### src/rtl/plab4_net_router_pkg.sv
// Shared definitions for the timing-partitioned ring router.
package plab4_net_router_pkg;

    localparam int c_num_ports = 3;

    localparam logic [1:0] c_port_prev = 2'd0;
    localparam logic [1:0] c_port_term = 2'd1;
    localparam logic [1:0] c_port_next = 2'd2;

    localparam logic [c_num_ports-1:0] c_rst_ptr = 3'b001;

    // Binary index of a one-hot port vector; all-zero maps to port 0.
    function automatic logic [1:0] onehot_to_idx(input logic [c_num_ports-1:0] onehot);
        logic [1:0] idx;
        idx = c_port_prev;
        if (onehot[c_port_next]) begin
            idx = c_port_next;
        end else if (onehot[c_port_term]) begin
            idx = c_port_term;
        end
        return idx;
    endfunction

endpackage

### src/rtl/plab4_net_rr_arb3_core.sv
// Combinational 3-way round-robin picker: first request at or above the
// one-hot priority pointer, wrapping 2->0.
module plab4_net_rr_arb3_core
    import plab4_net_router_pkg::*;
(
    input  logic [c_num_ports-1:0] reqs,
    input  logic [c_num_ports-1:0] ptr,
    output logic [c_num_ports-1:0] winner,
    output logic [1:0]             idx
);

    always_comb begin
        winner = 3'b000;
        case (ptr)
            3'b010: begin
                if (reqs[1])      winner = 3'b010;
                else if (reqs[2]) winner = 3'b100;
                else if (reqs[0]) winner = 3'b001;
            end
            3'b100: begin
                if (reqs[2])      winner = 3'b100;
                else if (reqs[0]) winner = 3'b001;
                else if (reqs[1]) winner = 3'b010;
            end
            default: begin
                if (reqs[0])      winner = 3'b001;
                else if (reqs[1]) winner = 3'b010;
                else if (reqs[2]) winner = 3'b100;
            end
        endcase
    end

    assign idx = onehot_to_idx(winner);

endmodule

### src/rtl/plab4_net_router_output_ctrl_tp.sv
// Output-port control: round-robin arbitration with an independent priority
// pointer per security domain, so one domain cannot perturb the other's order.
module plab4_net_router_output_ctrl_tp
    import plab4_net_router_pkg::*;
#(
    parameter int                       p_num_inputs = c_num_ports,
    parameter logic [c_num_ports-1:0]   p_rst_ptr    = c_rst_ptr
) (
    input  logic                    clk,
    input  logic                    reset,
    input  logic [p_num_inputs-1:0] reqs,
    output logic [p_num_inputs-1:0] grants,
    output logic [1:0]              sel,
    output logic                    out_val,
    input  logic                    out_rdy,
    input  logic                    domain
);

    logic [c_num_ports-1:0] r_ptr0;
    logic [c_num_ports-1:0] r_ptr1;
    logic [c_num_ports-1:0] w_ptr;
    logic [c_num_ports-1:0] w_winner;
    logic [c_num_ports-1:0] w_next_ptr;
    logic [1:0]             w_idx;
    logic                   w_fire;

    assign w_ptr = domain ? r_ptr1 : r_ptr0;

    plab4_net_rr_arb3_core u_arb (
        .reqs   (reqs),
        .ptr    (w_ptr),
        .winner (w_winner),
        .idx    (w_idx)
    );

    // Handshake: out_val is raised whenever any input requests and never
    // waits on out_rdy; a transfer (fire) happens on a rising edge where
    // out_val && out_rdy. Grants are only issued in the cycle that fires.
    assign out_val = |reqs;
    assign sel     = w_idx;
    assign grants  = w_winner & {c_num_ports{out_rdy}};
    assign w_fire  = out_val & out_rdy;

    // Priority moves one past the winner: rotate the one-hot winner left.
    assign w_next_ptr = {w_winner[1], w_winner[0], w_winner[2]};

    always_ff @(posedge clk or negedge reset) begin
        if (!reset) begin
            r_ptr0 <= p_rst_ptr;
            r_ptr1 <= p_rst_ptr;
        end else if (w_fire) begin
            if (domain) begin
                r_ptr1 <= w_next_ptr;
            end else begin
                r_ptr0 <= w_next_ptr;
            end
        end
    end

endmodule

### config.mk
export PLATFORM = sky130hd
export DESIGN_NAME = plab4_net_router_output_ctrl_tp
export DESIGN_NICKNAME = d
export VERILOG_FILES = /design/src/rtl/plab4_net_router_pkg.sv /design/src/rtl/plab4_net_rr_arb3_core.sv /design/src/rtl/plab4_net_router_output_ctrl_tp.sv
export SDC_FILE = /design/constraint.sdc
export NUM_CORES = 1
export LEC_CHECK = 0
export BUFFER_PORTS_ARGS = -buffer_cell sky130_fd_sc_hd__buf_4
export CAP_MARGIN = 20
export CORE_AREA = 5 5 42 44
export CTS_BUF_LIST = sky130_fd_sc_hd__clkbuf_4 sky130_fd_sc_hd__clkbuf_8
export DETAILED_ROUTE_END_ITERATION = 8
export DIE_AREA = 0 0 47 49
export SYNTH_ARGS = -nofsm -noshare
export SYNTH_HDL_FRONTEND = slang
export SYNTH_HIERARCHICAL = 1
export SYNTH_SLANG_ARGS = --single-unit
### constraint.sdc
create_clock -name clk -period 3.8 [get_ports clk]
set_input_delay 0.19 -clock clk [delete_from_list [all_inputs] [get_ports clk]]
set_output_delay 0.19 -clock clk [all_outputs]
set_load 0.02 [all_outputs]
==> run summary, run 1 <==
In the final routed layout, each cell accounts on average for 15.1 um. For the number of global-route vias before repair, the log shows 379. The clock-pin slew reported for the worst setup and hold paths after clock tree synthesis was 50 ps; the die area was 0.00230 mm2. The data arrival time of the critical path came out at 1960 ps. By area the synthesized netlist is led by sky130_fd_sc_hd__dfrtp_1 23%, sky130_fd_sc_hd__mux2_2 13%, sky130_fd_sc_hd__dfstp_2 12%. The tools report the antenna diode count as 0. In the detailed route, the total length drawn on met2 is 514 um. The post-layout total power was 315 uW; the aggregate global-route resource usage was 10.3%. The element type at the critical path start was a flip-flop.

The count of nets after finishing was 58; the count of flip-flops with a built-in enable after synthesis was 0. For this run, asynchronously set or reset flops after synthesis account for 100%. The cell sitting at the root of the clock tree is a sky130_fd_sc_hd__clkbuf_4. The layout cell share with drive strength beyond 1 works out to 60.0%. Entering global routing, the biggest net connects 7 pins.

The run gives 14 as the row count. Dividing the synthesized area by the synthesized cell count gives 12.6 um2. The commonest cells after synthesis are 5 x sky130_fd_sc_hd__mux2_2, 4 x sky130_fd_sc_hd__dfrtp_1, 3 x sky130_fd_sc_hd__and2_1, 3 x sky130_fd_sc_hd__mux2_4. The die is 49 um tall. The run gives 0 as the number of slew-limit violations in the final report. Worst hold path class: input pin to flip-flop.

The count of maximum capacitance violations is 0, and the clock tree buffer depth is 2. The top fanout value on the critical path is 5, and the post-route setup TNS is 0 ps. For the wire length of the first global-routing pass, the log shows 1.67 mm. The tools report the post-cts repair resize count as 0. Counting flops and latches in the post-synthesis netlist gives 6. The run gives 0.00140 mm2 as the placeable core region. For the data required time of the critical path, the log shows 3610 ps. The worst setup path is of the flip-flop to primary output kind.

Headroom to the max-slew limit came out at 77.5%. In this run the cell area of the synthesized design comes to 429 um2. The worst setup path is captured at a primary output.

The highest metal layer carrying signal wires in the routed design is met4. By instance count, the leading cell after synthesis is sky130_fd_sc_hd__mux2_2. The post-synth net total was 41; the later-pin clock latency in the skew report was 250 ps.

The number of distinct library cells after synthesis is 19, and the number of levels the H-tree was split into is 1. Synthesis produced a netlist whose cell count is 34. After layout, the worst path uses 56.5% of the clock period.

Across the VDD grid, the largest voltage drop is 0.202 mV. The horizontal extent of the die works out to 47 um. For this block, the routed nets add up to 998 um of wire. For this design, the sink count on the clock tree is 6. The tools report the final clock skew as 2.28 ps.

After detailed routing, the wire length on met1 is 417 um. Setup violations remaining at the end of the flow were counted as 0. Residual antenna-violating net count after detailed routing: 0. Count of synthesis-stage warnings from yosys: 6. For the sequential-to-total area share from yosys stat, the log shows 35.6%. In the synthesized netlist the dominant register cell turns out to be sky130_fd_sc_hd__dfrtp_1. After synthesis, the largest area contributor takes up 23.3% of total cell area. After the first detailed-routing iteration, the DRC count stood at 2. Number of buffers added on ports: 12.

Setup repair after global routing left no endpoint under its margin. Buffers inserted during clock tree synthesis total 3. Number of antenna violations at the first check in global routing: 0.

For the number of top-level design ports, the log shows 13. The run finished with clean final reports. The final HPWL from detailed placement is 782 um.

The initial utilization of the core area, before any placement, comes to 30.6%. The synthesized design spends more area on one cell type than any other, namely sky130_fd_sc_hd__dfrtp_1. The final weighted congestion in routability-driven placement is 0.678. From synthesis to final layout, the design area changed by 33.2%. For this design the ratio of total power to cell area is 550 mW/mm2. The routed via count divided by cell count was 5.48. TritonCTS built the clock tree.

The detailed router placed 362 vias in this run. The pin slew with the least headroom to its limit is 337 ps. The run gives 0.466 GHz as the fmax.

For this run, design rule violations remaining after detail routing come to 0. For the length of the first detailed-routing pass in iterations, the log shows 4. The number of failing hold endpoints at the final stage was 0; the shortest period the worst path allows was 2150 ps. For this run the aggregate overflow at the end of global routing stands at 0.

The logs give 0.254 nW for the static leakage power and 60 um for the routed wire length on met3.
area by class of cell:
type	instances	area (um2)
inverters	2	7.51
repair buffers	13	100
multi-input cells	25	262
flip-flops and latches	6	153
clock buffers	4	30.0
well taps	16	20.0
fillers	149	830
per-layer routing:
metal | global-route usage, % | vias up
met3 | 3.69 | 2
met5 | 0 | -
met4 | 6.91 | 0
met1 | 12.5 | 184
met2 | 14.5 | 8
li1 | - | 168
worst max-delay path, cell delays in order (launching register included):
cell and delay (ps):
sky130_fd_sc_hd__dfrtp_1 380, sky130_fd_sc_hd__mux2_2 320, sky130_fd_sc_hd__or3b_1 370, sky130_fd_sc_hd__o311ai_2 320
sky130_fd_sc_hd__and2_1 180, sky130_fd_sc_hd__buf_4 140
worst paths after layout:
kind,start,to,slack (ps),cells after the start
worst max-delay path,r_ptr0[2],grants[2],1650,5
worst max register to register,r_ptr0[1],r_ptr1[2],2070,5
min in group asynchronous,reset,r_ptr0[1],280,2
max in group asynchronous,reset,r_ptr0[0],3310,2
worst min-delay path,domain,r_ptr1[2],240,2
worst min register to register,r_ptr1[2],r_ptr1[2],490,1
sequential cells by signal, summed over array words and instances (netlist names):
signal and flops:
r_ptr1 3, r_ptr0 3
stage by stage:
| stage | hold WS [ps] | std cells | util (%) | setup slack [ps] | instance area [um2] |
|---|---|---|---|---|---|
| global placement | 2.31 | 61 | 37.9 | 1930 | 532 |
| floorplan | -106 | 34 | - | 1730 | 429 |
| global route | 250 | 66 | 40.8 | 1530 | 572 |
| detailed placement | 4.96 | 61 | 37.9 | 1890 | 532 |
| finish | 235 | 66 | 40.8 | 1650 | 572 |
| CTS | 222 | 66 | 40.8 | 1640 | 572 |
power by group:
part / total [mW] / internal, mW / switching, mW
logic: 0.139 / 0.0761 / 0.0626
registers: 0.101 / 0.0901 / 0.0113
clock network: 0.0745 / 0.0472 / 0.0273
cells by family (layout without fill, tap and decap cells):
group,Yosys count,after routing,synth area share [%]
AOI/OAI and AO/OA,6,6,14.9
xor gates and xnor gates,1,1,2.04
buffers and inverters,3,19,3.50
DFF,6,6,35.6
muxes,8,8,23.6
and+or+nand+nor,10,10,20.4
cell usage in the layout, fill, tap and decap left out, drive strengths merged:
master / instances
o311a: 1
dlygate4sd3: 1
buf: 12
and3b: 1
nand3: 1
a32o: 1
dfstp: 2
o311ai: 1
mux2: 8
and2: 3
o2111a: 2
inv: 2
clkbuf: 4
or3: 1
or3b: 2
nand4bb: 2
xnor2: 1
o21ai: 1
dfrtp: 4
repair_timing:
| item | in CTS | in global routing |
|---|---|---|
| hold buffers | 1 | 0 |
| endpoints found under the hold margin | 6 | 0 |
| setup buffers | 0 | 0 |
Note: power is estimated with default switching activity, not from simulation.
==> inputs of run 2 (changes only) <==
Settings changed: ABC_AREA set to 1.
Clock period 3.8 ns to 2 ns, I/O delays scaled along.
==> run 2 against run 1 <==
Compared with the run above:
- synthesized cell count grew 120%
- sequential share of layout area shrank 1.8 points
- clock skew grew 3.9 ps
- global-route usage shrank 0.57 points
- sequential power grew 75%
- non-clock buffer count is the same
- synthesized area grew 17%
- first-iteration DRC count grew to 8.5 times the previous value
- routed wire length is the same
- critical path type unchanged
- critical endpoint unchanged
- largest power group unchanged
==> run summary, run 2 <==
Among the stages of the critical path, the cell type that occurs most often is sky130_fd_sc_hd__nand2_1. Before CTS, the worst setup slack after placement is 576 ps. Overall power consumption after layout is estimated at 500 uW. The worst setup path is captured at a primary output. TritonCTS built the clock tree. Across all layers, the routed design uses 475 vias. Global routing used 9.69% of the available tracks across all layers.

The run finished with clean final reports. In the finished design, the share of the clock period the worst path needs comes to 83.1%. For the starting density of the core, the log shows 35.7%. The tools report the number of top-level design ports as 13. The number of global-route vias before repair is 422. In this run the horizontal extent of the chip is 47 um.

The total overflow reported by the global router was 0; the count of nets after finishing was 96. Averaged over all synthesized cells, the footprint is 6.76 um2. For the worst setup path, the data required time is 1900 ps.

The largest registers in the layout are r_ptr0 x3, r_ptr1 x3. Summed over all cells, the static leakage comes to 0.359 nW. No sink is reached through more buffers than the 2 on the longest clock path. Timing would allow up to 0.602 GHz.

On the worst path, the slowest cell contributes a delay of 520 ps. Setup repair after global routing left no endpoint under its margin. The data arrival time of the critical path was 1560 ps; the wire length of the first global-routing pass was 1.66 mm. The count of maximum capacitance violations came out at 0. The share of async-settable or async-resettable flops after synthesis was 100%; the final HPWL from detailed placement was 819 um.

The clock-pin slew reported for the worst setup and hold paths after clock tree synthesis was 40 ps. Length of the first detailed-routing pass in iterations: 4. After clock tree synthesis, the repair step resized 0 gates. The logs give 43.8% for the utilization after layout and 339 ps for the worst path setup slack after routing. Number of failing hold endpoints at the final stage: 0. Leaving out fill and tap cells, the most frequent cells in the layout are 32 x sky130_fd_sc_hd__nand2_1, 12 x sky130_fd_sc_hd__buf_4, 9 x sky130_fd_sc_hd__inv_1, 7 x sky130_fd_sc_hd__nand4_1, 6 x sky130_fd_sc_hd__nand3_1. The met1 layer usage reported by global route was 13.6%; the placeable core region was 0.00140 mm2.

The synthesized area is 500 um2, and the number of slew-limit violations in the final report is 0. Traced cell by cell, the critical path runs through nand2_1, nand2_1, inv_1, nand3_2, inv_2, nand2_1, nand3_1, nand2_1, inv_1, buf_4. The final clock skew was 6.22 ps. The clock root buffer master was sky130_fd_sc_hd__clkbuf_4. In the routed layout, each cell is associated on average with a via count of 4.61.

Wire length per cell: 9.69 um. During placement, the flow inserted port buffers numbering 12. The global routing's busiest layer is met2.

The layout cell share with drive strength beyond 1 is 28.7%, and the number of distinct library cells after synthesis is 15. For the met2 track demand over resource, the log shows 13.8%. The first routing iteration left 17 violations.

For the post-synth net total, the log shows 81. Element type at the critical path start: a flip-flop. Counting flops with a built-in enable in the synthesized netlist gives 0. In the post-synthesis netlist, the biggest area contributors are sky130_fd_sc_hd__nand2_1 24%, sky130_fd_sc_hd__dfrtp_1 20%, sky130_fd_sc_hd__dfstp_2 11%. For this design the ratio of total power to cell area is 815 mW/mm2. The clock drives 6 sinks.

Of the synthesized area, sequential elements account for 30.5%. The tools report the number of levels the H-tree was split into as 1. Final weighted congestion in routability-driven placement: 0.702. Along the worst path, the maximum fanout reaches 4.

Later-pin clock latency in the skew report: 240 ps. The portion of synthesized cell area occupied by the leading cell type was 24.0%; the row count was 14. Entering global routing, the biggest net connects 12 pins. The tools report the largest voltage drop on the vdd net as 0.376 mV.

Among all cell types in the netlist, the one instantiated most often is sky130_fd_sc_hd__nand2_1. The antenna diode count is 0, and the worst max-slew margin expressed relative to the limit is 89.1%. In this run the remaining antenna-violating nets after routing total 0. The critical-path cell with the highest stage delay was sky130_fd_sc_hd__dfstp_2. Counting instances in the post-synthesis netlist gives the leading cell types as 32 x sky130_fd_sc_hd__nand2_1, 9 x sky130_fd_sc_hd__inv_1, 7 x sky130_fd_sc_hd__nand4_1.

For met3 alone, demand over resource in global routing was 3.32%. For this run, design rule violations remaining after detail routing come to 0. The total buffers and inverters traversed by the critical path was 4; the die area was 0.00230 mm2.

Relative to the synthesized area, the layout overhead comes to 22.5%. During synthesis, Yosys emitted a total of 6 warnings. The path class of the tightest hold or removal check is input pin to flip-flop. The total routed wirelength is 998 um.

For the number of antenna violations at the first check in global routing, the log shows 0. The family of cells with the greatest summed delay on the critical path was flip-flops. Count of state elements after synthesis: 6. The post-synthesis cell count was 74. The routed design could run at a clock period as short as 1660 ps.

Leaving out fill and tap cells, the most frequent cell in the layout is sky130_fd_sc_hd__nand2_1. Dominant synthesized flop cell: sky130_fd_sc_hd__dfrtp_1. Counting the buffers created by CTS gives 3. Adding up every negative setup slack in the final design gives 0 ps. The count of final setup violators was 0. The largest total area in the synthesized netlist belongs to sky130_fd_sc_hd__nand2_1. The worst setup path is of the flip-flop to primary output kind. From bottom edge to top edge, the die measures 49 um. At the pin with the least slew margin, the transition time is 163 ps.
==> run 2: cell families (layout without fill, tap and decap cells) <==
| kind of cell | after synthesis | in the layout | share of synthesized area, % |
|---|---|---|---|
| DFF | 6 | 6 | 30.5 |
| buffers and inverters | 14 | 27 | 14.7 |
| and+or+nand+nor | 54 | 54 | 54.7 |
==> run 2: final cells by class <==
| class | count | area (um2) |
|---|---|---|
| repair buffers | 13 | 100 |
| inverters | 11 | 43.8 |
| flip-flops and latches | 6 | 153 |
| fillers | 149 | 788 |
| well taps | 16 | 20.0 |
| clock buffers | 3 | 22.5 |
| multi-input cells | 54 | 274 |
==> run 2: report_power, final <==
part / leakage [nW] / total [mW] / switching, mW / internal, mW
clock: 0.0138 / 0.106 / 0.0383 / 0.0675
combinational: 0.273 / 0.217 / 0.135 / 0.0823
sequential: 0.0722 / 0.177 / 0.0168 / 0.160
==> run 2: through the flow <==
| stage | area (um2) | hold slack, ps | std cells |
|---|---|---|---|
| after CTS | 613 | 178 | 103 |
| after floorplan | 500 | -196 | 74 |
| after global placement | 581 | -90.7 | 99 |
| after detailed placement | 581 | -89.9 | 99 |
| after global routing | 613 | 182 | 103 |
| final | 613 | 183 | 103 |
==> run 2: repair_timing <==
item,4_1_cts,5_1_grt
hold endpoints to repair,6,0
setup buffers,0,0
hold buffers,1,0
==> run 2: worst paths after layout <==
| path | start | endpoint | slack [ps] | depth (start not counted) |
|---|---|---|---|---|
| worst max-delay path | r_ptr1[0] | grants[2] | 340 | 10 |
| worst min-delay path | out_rdy | r_ptr0[0] | 180 | 3 |
| worst max register to register | r_ptr1[0] | r_ptr1[0] | 670 | 9 |
| worst min register to register | r_ptr0[0] | r_ptr0[0] | 460 | 2 |
| max in group asynchronous | reset | r_ptr1[0] | 1590 | 2 |
| min in group asynchronous | reset | r_ptr0[1] | 200 | 2 |
==> run 2: worst register-to-register path, stage by stage (launching register included) <==
cell and delay (ps):
sky130_fd_sc_hd__dfstp_2 520, sky130_fd_sc_hd__nand2_1 50, sky130_fd_sc_hd__nand2_1 100, sky130_fd_sc_hd__inv_1 50, sky130_fd_sc_hd__nand3_2 80, sky130_fd_sc_hd__inv_2 50, sky130_fd_sc_hd__nand2_1 50, sky130_fd_sc_hd__nand3_1 140
sky130_fd_sc_hd__nand4_1 150, sky130_fd_sc_hd__nand2_1 70
==> run 2: per-layer routing <==
metal	up-vias	wire [um]
met1	203	494
met3	0	40
li1	263	-
met4	0	0
met5	-	0
met2	9	464
==> inputs of run 3 (changes only) <==
Settings changed: ABC_AREA 1 to 0.
Clock period 2 ns to 1.5 ns, I/O delays scaled along.
==> run 3 against run 2 <==
Compared with the run above:
- the run now ends with setup timing left
- total power is 96% higher
- global-route usage is 0.21 points higher
- worst hold slack got worse by 21 ps
- combinational power grew to 2.5 times the previous value
- sequential share of layout area is 3.5 points lower
- routed wire length increased by 2.1%
- final cell count fell by 27%
- sequential power grew 43%
- clock skew fell by 2.4 ps
- critical endpoint unchanged
- via count shrank 21%
- non-clock buffer count up 9
==> run summary, run 3 (synthesized netlist as in run 1, its figures left out) <==
For this design the static power due to leakage is 0.332 nW. The top fanout value on the critical path is 3. In the layout the commonest cells are 15 x sky130_fd_sc_hd__buf_4, 6 x sky130_fd_sc_hd__mux2_4, 6 x sky130_fd_sc_hd__buf_6, 4 x sky130_fd_sc_hd__clkbuf_4, 4 x sky130_fd_sc_hd__dfrtp_1. The tree is rooted in a sky130_fd_sc_hd__clkbuf_4. The signal on the critical path passes through mux2_4, or3b_4, o311ai_4, and2_4, buf_6.

Clock tree synthesis inserted a total of 3 buffers. The number of design-rule violations left by the first detailed-router iteration came out at 3. The die is 49 um tall. Measured in cells, the most critical reg-to-reg path has a length of 6.

The worst setup path is launched from a flip-flop. The final route contains 373 vias. Across all register-to-register paths, the minimum setup slack is -230 ps. The first global-routing pass estimated 1.68 mm of wire. The post-layout total power came out at 982 uW.

The tools report the aggregate global-route resource usage as 9.90%. The final weighted congestion in routability-driven placement came out at 0.753. The critical path in this run is classified as flip-flop to primary output. TritonCTS built the clock tree.

The number of buffers added on ports was 12; the pin slew with the least headroom to its limit was 259 ps. At the end of the flow, the number of nets in the layout was 67. The worst setup path is captured at a primary output. The maximum number of pins on one net before global-route repair is 7, and the count of final setup violators is 11. Placeable core region: 0.00140 mm2.

The tools report the number of slew-limit violations in the final report as 0. The library cell used most frequently in the layout, excluding fill and tap cells, is sky130_fd_sc_hd__buf_4. The first detailed-routing pass ran for 2 iterations. The flow ran to the end, but the final reports show violations. The die is 47 um wide.

The utilization after layout was 50.9%. Setup repair after global routing could not meet its margin everywhere. After clock tree synthesis, the clock-pin slew on the worst setup and hold paths is 50 ps. The number of global-route vias before repair came out at 417.

The run gives 0 as the antenna diode count. The clock tree buffer depth is 2, and the power per unit of standard cell area is 1380 mW/mm2. The layout has 138 filler cells. The hold-critical path depth was 2; the fmax was 0.528 GHz. The number of failing hold endpoints at the final stage is 0. The layout cell share with drive strength beyond 1 came out at 76.3%. After floorplanning, the core was divided into 14 placement rows. The number of levels the H-tree was split into was 1; the data arrival time of the critical path was 1820 ps. Shortest period the worst path allows: 1900 ps. Across the run, the number of max-cap violations was 0. Area added between synthesis and finish: 66.2%.

The number of antenna violations at the first check in global routing is 0. The checks that failed: setup timing. For the final database, setup skew stands at 3.84 ps. Summed over all nets, the half-perimeter wirelength after detailed placement is 789 um. For this design, the sink count on the clock tree is 6. The number of top-level design ports was 13; the total overflow reported by the global router was 0. The total routed wirelength came out at 1.02 mm.

The largest registers in the layout are r_ptr0 x3, r_ptr1 x3. In the routed design, unresolved DRC markers number 0. The worst path setup slack after routing was -396 ps. The wire length per cell came out at 13.6 um. For the worst-skew pair, the clock arrives at the later sink with an insertion delay of 240 ps.

STA puts the critical path data required time at 1420 ps. The final cycle utilization of the critical path is 126%, and the worst max-slew margin expressed relative to the limit is 82.7%. The largest voltage drop on the vdd net came out at 0.746 mV. On the worst path, the slowest cell contributes a delay of 400 ps. The tools report the starting density of the core as 30.6%.

The run gives 0 as the residual antenna-violating net count after detailed routing. The critical-path cell with the highest stage delay was sky130_fd_sc_hd__or3b_4. The routed via count divided by cell count works out to 4.97. The worst hold path belongs to the class input pin to flip-flop. The die covers 0.00230 mm2.
run 3: changes by cell type in the layout (fill, tap and decap cells not counted), moves of 5 or more:
cell	change
sky130_fd_sc_hd__nand2_1	-32
sky130_fd_sc_hd__mux2_4	+6
sky130_fd_sc_hd__buf_6	+6
sky130_fd_sc_hd__inv_1	-7
sky130_fd_sc_hd__nand4_1	-7
sky130_fd_sc_hd__nand3_1	-5
run 3: worst max-delay path: cells and delay by family, from the launching register on:
| kind | cells | cell delay, ps |
|---|---|---|
| AO/OA/AOI/OAI | 1 | 260 |
| AND/OR/NAND/NOR | 2 | 590 |
| flip-flops | 1 | 360 |
| multiplexers | 1 | 260 |
| buffers and inverters | 1 | 110 |
run 3: timing repair:
action | in CTS | in global routing
setup buffers | 1 | 1
endpoints found under the hold margin | 6 | 0
pin swaps | 7 | 3
hold buffers | 1 | 0
gates resized for setup | 10 | 2
endpoints found under the setup margin | 11 | 11
run 3: where the power goes:
| part | internal [mW] | switching, mW | leakage (nW) |
|---|---|---|---|
| Combinational | 0.347 | 0.206 | 0.242 |
| Sequential | 0.228 | 0.0248 | 0.0714 |
| Clock | 0.119 | 0.0574 | 0.0184 |
run 3: final cells by class:
type	count	area, um2	area share, %
Multi-Input combinational cell	25	313	43.9
Timing Repair Buffer	22	190	26.7
Sequential cell	6	153	21.4
Clock buffer	4	30.0	4.21
Tap cell	16	20.0	2.81
Inverter	2	7.51	1.05
run 3: metrics by stage:
stage | TNS (ps) | worst slack, ps | instances | hold slack (ps) | instance area (um2)
finish | -2380 | -396 | 75 | 162 | 713
global route | -3040 | -469 | 75 | 167 | 713
floorplan | -1160 | -345 | 34 | -221 | 452
CTS | -2540 | -411 | 74 | 144 | 686
detailed placement | -1370 | -226 | 68 | -116 | 607
global placement | -1320 | -213 | 68 | -116 | 607
run 3: worst paths after layout:
check / from / endpoint
max in group asynchronous: reset / r_ptr0[0]
min in group asynchronous: reset / r_ptr0[1]
worst max register to register: r_ptr1[2] / r_ptr1[1]
worst max-delay path: r_ptr0[0] / grants[2]
worst min-delay path: domain / r_ptr1[2]
worst min register to register: r_ptr0[2] / r_ptr0[2]
run 3: layer usage:
metal | vias to the layer above | wire length, um | global-route usage (%)
li1 | 183 | - | -
met3 | 2 | 77 | 1.85
met1 | 175 | 437 | 12.2
met5 | - | 0 | 0
met2 | 13 | 487 | 14.7
met4 | 0 | 16 | 6.91
